--- src/rtl/taxi_eth_mac_tx_sched.sv ---
// Frame-granular round-robin scheduler sharing one MAC TX stream and its
// completion stream between PORTS requesters. Each frame is tagged with
// {per-port sequence, port index}. Completions are routed back by the port
// index held in the low tag bits. Each port is limited to MAX_OUTSTANDING
// frames in flight.
module taxi_eth_mac_tx_sched #(
    parameter int PORTS           = 4,
    parameter int DATA_W          = 64,
    parameter int KEEP_W          = DATA_W / 8,
    parameter int TAG_W           = 16,
    parameter int CPL_W           = 96,
    parameter int MAX_OUTSTANDING = 8
) (
    input  logic                     clk,
    input  logic                     rst,

    input  logic [PORTS*DATA_W-1:0]  s_axis_tdata,
    input  logic [PORTS*KEEP_W-1:0]  s_axis_tkeep,
    input  logic [PORTS-1:0]         s_axis_tvalid,
    output logic [PORTS-1:0]         s_axis_tready,
    input  logic [PORTS-1:0]         s_axis_tlast,
    input  logic [PORTS-1:0]         s_axis_tuser,

    output logic [DATA_W-1:0]        m_axis_tdata,
    output logic [KEEP_W-1:0]        m_axis_tkeep,
    output logic                     m_axis_tvalid,
    input  logic                     m_axis_tready,
    output logic                     m_axis_tlast,
    output logic                     m_axis_tuser,
    output logic [TAG_W-1:0]         m_axis_tid,

    input  logic [CPL_W-1:0]         s_axis_cpl_tdata,
    input  logic [TAG_W-1:0]         s_axis_cpl_tid,
    input  logic                     s_axis_cpl_tvalid,
    output logic                     s_axis_cpl_tready,

    output logic [CPL_W-1:0]         m_axis_cpl_tdata,
    output logic [TAG_W-1:0]         m_axis_cpl_tid,
    output logic [PORTS-1:0]         m_axis_cpl_tvalid,
    input  logic [PORTS-1:0]         m_axis_cpl_tready,

    input  logic [PORTS-1:0]         cfg_port_en,
    output logic [PORTS-1:0]         stat_outstanding_full,
    output logic                     stat_cpl_err
);

    localparam int SEL_W = (PORTS > 1) ? $clog2(PORTS) : 1;
    localparam int SEQ_W = TAG_W - SEL_W;
    localparam int CNT_W = 8;

    localparam logic [CNT_W-1:0] MAX_CNT   = CNT_W'(MAX_OUTSTANDING);
    localparam logic [SEL_W:0]   PORTS_W   = (SEL_W + 1)'(PORTS);
    localparam logic [SEL_W-1:0] LAST_PORT = SEL_W'(PORTS - 1);

    typedef enum logic {
        ST_IDLE   = 1'b0,
        ST_ACTIVE = 1'b1
    } state_t;

    state_t           r_state;
    state_t           w_state_next;

    logic [SEL_W-1:0] r_sel;
    logic [SEL_W-1:0] r_rr;
    logic [TAG_W-1:0] r_tid;
    logic [SEQ_W-1:0] r_seq         [PORTS];
    logic [CNT_W-1:0] r_outstanding [PORTS];
    logic [PORTS-1:0] r_full;
    logic             r_cpl_err;

    logic [PORTS-1:0] w_eligible;
    logic [PORTS-1:0] w_inc;
    logic [PORTS-1:0] w_dec;
    logic             w_grant_valid;
    logic [SEL_W-1:0] w_grant_sel;
    logic [SEL_W:0]   w_scan_idx;
    logic             w_tx_done;
    logic [SEL_W-1:0] w_cpl_idx;
    logic             w_cpl_idx_ok;
    logic             w_cpl_hs;
    logic             w_cpl_underflow;

    // A port may be granted only when it has data, is enabled and has room in flight.
    always_comb begin
        for (int i = 0; i < PORTS; i++) begin
            w_eligible[i] = s_axis_tvalid[i] & cfg_port_en[i] & (r_outstanding[i] < MAX_CNT);
        end
    end

    // Pick the first eligible port at or after the round-robin pointer; the scan
    // runs from the far end so the closest eligible port is written last and wins.
    always_comb begin
        // NOTE: every output of a combinational block gets a default before any
        // branch, otherwise a path that skips the assignment infers a latch.
        w_grant_valid = 1'b0;
        w_grant_sel   = '0;
        w_scan_idx    = '0;
        for (int k = PORTS - 1; k >= 0; k--) begin
            w_scan_idx = {1'b0, r_rr} + (SEL_W + 1)'(k);
            if (w_scan_idx >= PORTS_W) begin
                w_scan_idx = w_scan_idx - PORTS_W;
            end
            if (w_eligible[w_scan_idx[SEL_W-1:0]]) begin
                w_grant_valid = 1'b1;
                w_grant_sel   = w_scan_idx[SEL_W-1:0];
            end
        end
    end

    // FSM state register; reset abandons any frame in progress.
    always_ff @(posedge clk or posedge rst) begin
        // NOTE: sequential state uses non-blocking assignments so every register
        // samples the pre-edge values, independent of statement order.
        if (rst) begin
            r_state <= ST_IDLE;
        end else begin
            r_state <= w_state_next;
        end
    end

    // Next state and the combinational pass-through from the granted port.
    always_comb begin
        w_state_next  = r_state;
        m_axis_tdata  = s_axis_tdata[r_sel*DATA_W +: DATA_W];
        m_axis_tkeep  = s_axis_tkeep[r_sel*KEEP_W +: KEEP_W];
        m_axis_tlast  = s_axis_tlast[r_sel];
        m_axis_tuser  = s_axis_tuser[r_sel];
        m_axis_tvalid = 1'b0;
        s_axis_tready = '0;
        w_tx_done     = 1'b0;
        case (r_state)
            ST_IDLE: begin
                if (w_grant_valid) begin
                    w_state_next = ST_ACTIVE;
                end
            end
            ST_ACTIVE: begin
                m_axis_tvalid        = s_axis_tvalid[r_sel];
                s_axis_tready[r_sel] = m_axis_tready;
                w_tx_done            = s_axis_tvalid[r_sel] & m_axis_tready & s_axis_tlast[r_sel];
                if (w_tx_done) begin
                    w_state_next = ST_IDLE;
                end
            end
            default: w_state_next = ST_IDLE;
        endcase
    end

    assign m_axis_tid = r_tid;

    // Latch the grant and its tag in IDLE; advance the pointer past the port at end of frame.
    always_ff @(posedge clk or posedge rst) begin
        if (rst) begin
            r_sel <= '0;
            r_rr  <= '0;
            r_tid <= '0;
        end else if (r_state == ST_IDLE && w_grant_valid) begin
            r_sel <= w_grant_sel;
            r_tid <= {r_seq[w_grant_sel], w_grant_sel};
        end else if (w_tx_done) begin
            r_rr <= (r_sel == LAST_PORT) ? '0 : r_sel + 1'b1;
        end
    end

    // Completion routing by the port index in the low tag bits; unknown ports are dropped.
    always_comb begin
        w_cpl_idx         = s_axis_cpl_tid[SEL_W-1:0];
        w_cpl_idx_ok      = ({1'b0, w_cpl_idx} < PORTS_W);
        m_axis_cpl_tdata  = s_axis_cpl_tdata;
        m_axis_cpl_tid    = s_axis_cpl_tid;
        m_axis_cpl_tvalid = '0;
        s_axis_cpl_tready = 1'b1;
        if (w_cpl_idx_ok) begin
            m_axis_cpl_tvalid[w_cpl_idx] = s_axis_cpl_tvalid;
            s_axis_cpl_tready            = m_axis_cpl_tready[w_cpl_idx];
        end
        w_cpl_hs        = s_axis_cpl_tvalid & s_axis_cpl_tready;
        w_cpl_underflow = w_cpl_idx_ok & (r_outstanding[w_cpl_idx] == '0) & ~w_inc[w_cpl_idx];
    end

    // Per-port increment at end of a sent frame.
    always_comb begin
        for (int i = 0; i < PORTS; i++) begin
            w_inc[i] = w_tx_done & (r_sel == SEL_W'(i));
        end
    end

    // Per-port decrement on a completion handshake routed to that port.
    always_comb begin
        for (int i = 0; i < PORTS; i++) begin
            w_dec[i] = w_cpl_hs & w_cpl_idx_ok & (w_cpl_idx == SEL_W'(i));
        end
    end

    // Sequence and outstanding counters, full flags and the completion error pulse.
    always_ff @(posedge clk or posedge rst) begin
        if (rst) begin
            // NOTE: these per-port arrays are small flop banks whose zero value is
            // architecturally visible (tags, credit), so they are reset like any
            // other register rather than treated as uninitialised storage.
            for (int i = 0; i < PORTS; i++) begin
                r_seq[i]         <= '0;
                r_outstanding[i] <= '0;
            end
            r_full    <= '0;
            r_cpl_err <= 1'b0;
        end else begin
            for (int i = 0; i < PORTS; i++) begin
                if (w_inc[i]) begin
                    r_seq[i] <= r_seq[i] + 1'b1;
                end
                if (w_inc[i] && !w_dec[i]) begin
                    r_outstanding[i] <= r_outstanding[i] + 1'b1;
                end else if (w_dec[i] && !w_inc[i] && r_outstanding[i] != '0) begin
                    r_outstanding[i] <= r_outstanding[i] - 1'b1;
                end
                r_full[i] <= (r_outstanding[i] == MAX_CNT);
            end
            r_cpl_err <= w_cpl_hs & (~w_cpl_idx_ok | w_cpl_underflow);
        end
    end

    assign stat_outstanding_full = r_full;
    assign stat_cpl_err          = r_cpl_err;

endmodule

--- config.mk ---
export PLATFORM = sky130hd
export DESIGN_NAME = taxi_eth_mac_tx_sched
export DESIGN_NICKNAME = d
export VERILOG_FILES = /design/src/rtl/taxi_eth_mac_tx_sched.sv
export SDC_FILE = /design/constraint.sdc
export NUM_CORES = 1
export LEC_CHECK = 0
export CORE_AREA = 4 4 249 251
export DETAILED_ROUTE_END_ITERATION = 6
export DIE_AREA = 0 0 253 255
export GPL_ROUTABILITY_DRIVEN = 0
export PLACE_DENSITY_LB_ADDON = 0.1
export SLEW_MARGIN = 10
export SYNTH_ARGS = -nofsm -noshare
export SYNTH_HDL_FRONTEND = slang
export SYNTH_SLANG_ARGS = --single-unit
export TNS_END_PERCENT = 30
--- constraint.sdc ---
create_clock -name clk -period 6.4 [get_ports clk]
set_clock_uncertainty 0.15 [all_clocks]
set_input_delay 1.92 -clock clk [delete_from_list [all_inputs] [get_ports clk]]
set_output_delay 1.92 -clock clk [all_outputs]
set_load 0.02 [all_outputs]
### Yosys cells after proc, flatten, opt, wreduce, memory -nomap -nowiden

Index checks and enable logic that the tools add are counted.

* input port bits: 424
* output and inout port bits: 217
* flip-flop bits (word level): 114
* logic and storage cells: 182

* reduce and logical (&&, ||, !) cells: 35
* bitwise operators: 28
* eq/ne operators: 10
* multiplexer cells: 55
* $add $sub $neg: 20
* shift-type cells: 2
* magnitude comparators: 18

Operators with widths (count)
* variable part select 256 x 9 -> 64 bit: 1
* 2-to-1 mux 8 bit: 10
* adder 14 x 1 -> 14 bit, second input constant: 4
* adder 8 x 1 -> 8 bit, second input constant: 4
* == test 8 x 4 -> 1 bit, second input constant: 4
* < comparator 8 x 4 -> 1 bit, second input constant: 4
* nonzero test 8 bit: 4
* variable part select 32 x 6 -> 8 bit: 1
* subtractor 8 x 1 -> 8 bit, second input constant: 4
* binary-select mux 14 bit (select 2 bit): 1
* 2-to-1 mux 14 bit: 2
* bitwise AND 1 bit: 21
* 2-to-1 mux 1 bit: 19
* binary-select mux 1 bit (select 2 bit): 9
* < comparator 2 x 3 -> 1 bit, second input constant: 6
* 2-to-1 mux 2 bit: 9
* binary-select mux 8 bit (select 2 bit): 1
* >= comparator 3 bit, second input constant: 5
* logical AND 1 bit: 15
* bitwise AND 4 bit: 2
* == test 2 bit, second input constant: 4
* zero test 1 bit: 8
* zero test 8 bit: 1
* nonzero test 2 bit: 4
* other kinds (14): 25

### Depth between registers and ports, before layout

* word-level depth: 13
* depth in mapped cells: 16
* gate-level depth less buffers: 12

### Least setup slack after synthesis

No wires, ideal clock.

* kind: input port to output port
* start point: input s_axis_cpl_tid[1]
* end point: output m_axis_cpl_tvalid[0]
* path slack: 1.608 ns
* stages on the path: 2
* data required time: 4.330 ns
* buffers on the path: 1
* arrival time: 2.722 ns
* path through: clkbuf_1 -> nor3b_1

* cells in the longest elaborated chain, start to end: 5
* elaborated cells on any way between the ends: 6
* those cells by class: order compare: 2; mux: 2; bitwise: 1; reduce/logical: 1

Ends and longest elaborated chain
* start, declared: RTL line 33 `input logic [TAG_W-1:0] s_axis_cpl_tid,`
* < comparator 2 x 3 -> 1 bit (implied by the code) or >= comparator 2 x 1 -> 1 bit (tied branches): RTL line 174 `m_axis_cpl_tvalid[w_cpl_idx] = s_axis_cpl_tvalid;`
* logical AND 1 bit (implied by the code): RTL line 174
* 2-to-1 mux 1 bit (implied by the code): RTL line 174
* demux 1 bit (select 2 bit) (*): RTL line 174
* bitwise AND 4 bit (no line) (*)
* end, declared: RTL line 39 `output logic [PORTS-1:0] m_axis_cpl_tvalid,`

Mark *: on every way between the ends. The rest lies on a longest branch, timed or not.

### Worst setup path in the final report

* start point: input s_axis_cpl_tid[0]
* end point: output s_axis_cpl_tready

* cells in the longest elaborated chain, start to end: 2

Ends and longest elaborated chain
* binary-select mux 1 bit (select 2 bit): RTL line 175 `s_axis_cpl_tready = m_axis_cpl_tready[w_cpl_idx];`
* 2-to-1 mux 1 bit (implied by the code): RTL line 175
* end, declared: RTL line 35 `output logic s_axis_cpl_tready,`

Every way passes these cells. The select of a mux whose other input is x is not followed.

==> insert_results.sql <==
INSERT INTO impl_metrics (metric_group, metric, value, unit) VALUES
('critical_path', 'worst_r2r_path_depth', '10', ''),
('synth', 'netlist.area_leader.share', '0.313', ''),
('grt', 'grt_max_degree', '63', ''),
('route', 'drt_iter0_markers', '458', ''),
('critical_path', 'setup.reg_to_reg.worst_slack', '2360', 'ps'),
('clocking', 'cts_tree', 'built', ''),
('floorplanning', 'num_rows', '90', ''),
('layout', 'nNetsFinal', '1576', ''),
('critical_path', 'critPathCapture', 's_axis_cpl_tready', ''),
('clocking', 'tritoncts.num_buffers', '9', ''),
('floorplanning', 'floorplan.die.width', '253', 'um'),
('layout', 'finalCoreUtilization', '0.228', ''),
('route', 'drt_pass1_iterations', '4', ''),
('synth', 'seq_area_frac_synth', '0.313', ''),
('grt', 'grt.overflow.total', '0', ''),
('grt', 'vias_in_the_first_global_route', '8203', ''),
('power', 'powerDensity', '334', 'nW/um^2'),
('clocking', 'insertion_delay', '390', 'ps'),
('synth', 'post_synth.cell_area_avg', '11.0', 'um^2'),
('clocking', 'clock_sinks', '112', ''),
('synth', 'most_frequent_cell_after_synthesis', 'buf_4', ''),
('critical_path', 'worstPathMaxFanout', '8', ''),
('sta', 'count_of_endpoints_failing_setup_in_the_final_report', '0', ''),
('synth', 'synthCells', '815', ''),
('min_path', 'timing.hold.worst.class', 'reg2reg', ''),
('critical_path', 'critical_path.reg2reg.startpoint', 'r_sel[0]', ''),
('floorplanning', 'design.core.area', '59900', 'um^2'),
('synth', 'ys_async_sr_fraction', '1.00', ''),
('place', 'place.detailed.hpwl', '43000', 'um'),
('floorplanning', 'ioPinCount', '641', ''),
('min_path', 'hp-start', 'r_seq[13]', ''),
('critical_path', 'cp-startpoint', 's_axis_cpl_tid[0]', ''),
('synth', 'postSynthNetCount', '1277', ''),
('layout', 'layout-drive-gt1-share', '0.113', ''),
('layout', 'fin_area', '13600', 'um^2'),
('floorplanning', 'dieHeight', '255', 'um'),
('floorplanning', 'area_enclosed_by_the_die_boundary', '64500', 'um^2'),
('synth', 'synth.lib_cells_used.distinct', '50', ''),
('sta', 'finalCriticalPeriod', '5790', 'ps'),
('synth', 'synth.area.top_cells', 'dfrtp_1, mux4_2, buf_4, xnor2_1, ha_1', ''),
('grt', 'grt_pass1_wl', '66900', 'um'),
('clocking', 'root_buffer', 'clkbuf_16', ''),
('place', 'postPlaceCellArea', '13300', 'um^2'),
('run', 'drv.max_cap_violation_count', '0', ''),
('route', 'route.detailed.vias_per_inst', '4.03', ''),
('clocking', 'max-clock-path-buffers', '2', ''),
('critical_path', 'timing_worst_setup_path_type', 'in2out', ''),
('status', 'run_status', 'finished, final reports clean', ''),
('route', 'routedWlPerCell', '26.1', 'um'),
('synth', 'synth.cell_area', '8970', 'um^2'),
('power', 'total_leakage_power', '5.00', 'nW'),
('sta', 'fin_worst_hold_slack', '320', 'ps'),
('power', 'ir_worst_vdd', '0.144', 'mV'),
('sta', 'setup_total_negative_slack', '0', 'ps'),
('floorplanning', 'initial_core_util', '0.150', ''),
('place', 'buffer_ports.inserted', '420', ''),
('route', 'finalWirelength', '50000', 'um'),
('grt', 'grt_antenna_before_repair', '27', ''),
('sta', 'min_period_over_period', '0.904', ''),
('sta', 'timing.final.hold_violations', '0', ''),
('clocking', 'cts.clk_slew.worst_paths', '80', 'ps'),
('synth', 'synthesis.yosys.warnings', '0', ''),
('clocking', 'ctsHtreeMaxLevel', '3', ''),
('clocking', 'postCtsHoldBufs', '0', ''),
('clocking', 'post_cts_resized', '0', ''),
('critical_path', 'critical_path_data_arrival_time', '3720', 'ps'),
('critical_path', 'critical_path.startpoint_type', 'input port', ''),
('synth', 'ys_seq_elements', '112', ''),
('critical_path', 'critical_path_endpoint_category', 'primary output', ''),
('critical_path', 'regToRegEndpoint', 'r_outstanding[23]', ''),
('route', 'ant_nets', '0', '');
report_power, final:
group          switching [mW]  leakage, nW  internal (mW)
Sequential              0.312         1.41          0.909
Clock                   0.330        0.144          0.279
Combinational            1.31         3.44           1.41
Total                    1.95         5.00           2.60
layer usage:
| layer | part of all wire | GRT usage | vias up |
|---|---|---|---|
| li1 | - | - | 3511 |
| met1 | 0.44 | 0.196 | 3745 |
| met2 | 0.42 | 0.212 | 343 |
| met3 | 0.11 | 0.0771 | 86 |
| met4 | 0.019 | 0.0392 | 24 |
| met5 | 0.0033 | 0 | - |
state kept, by name (all words and copies together), names as in the netlist:
name                   count
r_rr                       2
m_axis_tid                15
stat_cpl_err               1
r_outstanding             32
r_sel                      1
r_state                    1
r_seq                     56
stat_outstanding_full      4
through the flow:
stage | cells | total power [mW] | setup WS [ps]
after floorplan | 815 | 2.85 | 1370
after CTS | 1901 | 4.64 | 548
final | 1913 | 4.55 | 613
after global routing | 1904 | 4.87 | 519
after global placement | 1885 | 4.01 | 528
after detailed placement | 1885 | 4.00 | 548
final cells by class:
class	count	area, um^2
timing repair buffer	437	4360
clock inverter	7	75.1
antenna	12	30.0
multi-input combinational	531	5070
fill	6451	46300
sequential	112	2810
tap	782	978
clock buffer	9	225
inverter	23	88.8
how the worst min path moves through the flow:
stage                                   end  slack [ps]  cells after the start
after floorplan           r_outstanding[23]         280                      1
after global placement            r_seq[13]         300                      1
after detailed placement          r_seq[13]         310                      1
after CTS                         r_seq[13]         320                      1
after global routing       r_outstanding[7]         340                      1
final                             r_seq[13]         320                      1
cell families (layout without fill, tap and decap cells):
| kind of cell | Yosys count | in the layout | synth area share |
|---|---|---|---|
| AO/OA/AOI/OAI | 95 | 95 | 0.0805 |
| XOR/XNOR | 80 | 80 | 0.0781 |
| adder cells (fa/ha/maj) | 38 | 38 | 0.0564 |
| buffers and inverters | 172 | 476 | 0.122 |
| flip-flops | 112 | 112 | 0.313 |
| multiplexers | 117 | 117 | 0.240 |
| other | 0 | 12 | 0 |
| AND/OR/NAND/NOR | 201 | 201 | 0.111 |
layout by cell type, fill, tap and decap left out, types with 8 or more instances in the layout:
master	netlist	final
nand3_1	17	17
buf_4	114	15
nor3_1	9	9
a31oi_1	14	14
nand4_1	14	14
inv_1	23	22
diode_2	0	12
clkbuf_16	0	9
ha_1	34	34
a211oi_2	9	9
a21oi_1	14	14
nor2_1	49	49
a2111oi_0	14	14
dfrtp_1	112	110
a211oi_1	8	8
nand2_1	58	58
mux2i_1	20	20
clkdlybuf4s50_1	0	420
mux2_1	19	19
xnor2_1	54	54
and3_1	18	18
mux4_2	76	76
xor2_1	26	26
worst max-delay path, stage by stage:
cell             delay [ps]
clkdlybuf4s50_1         650
mux4_2                  580
clkdlybuf4s50_1         560
(Power assumes the default switching activity.)
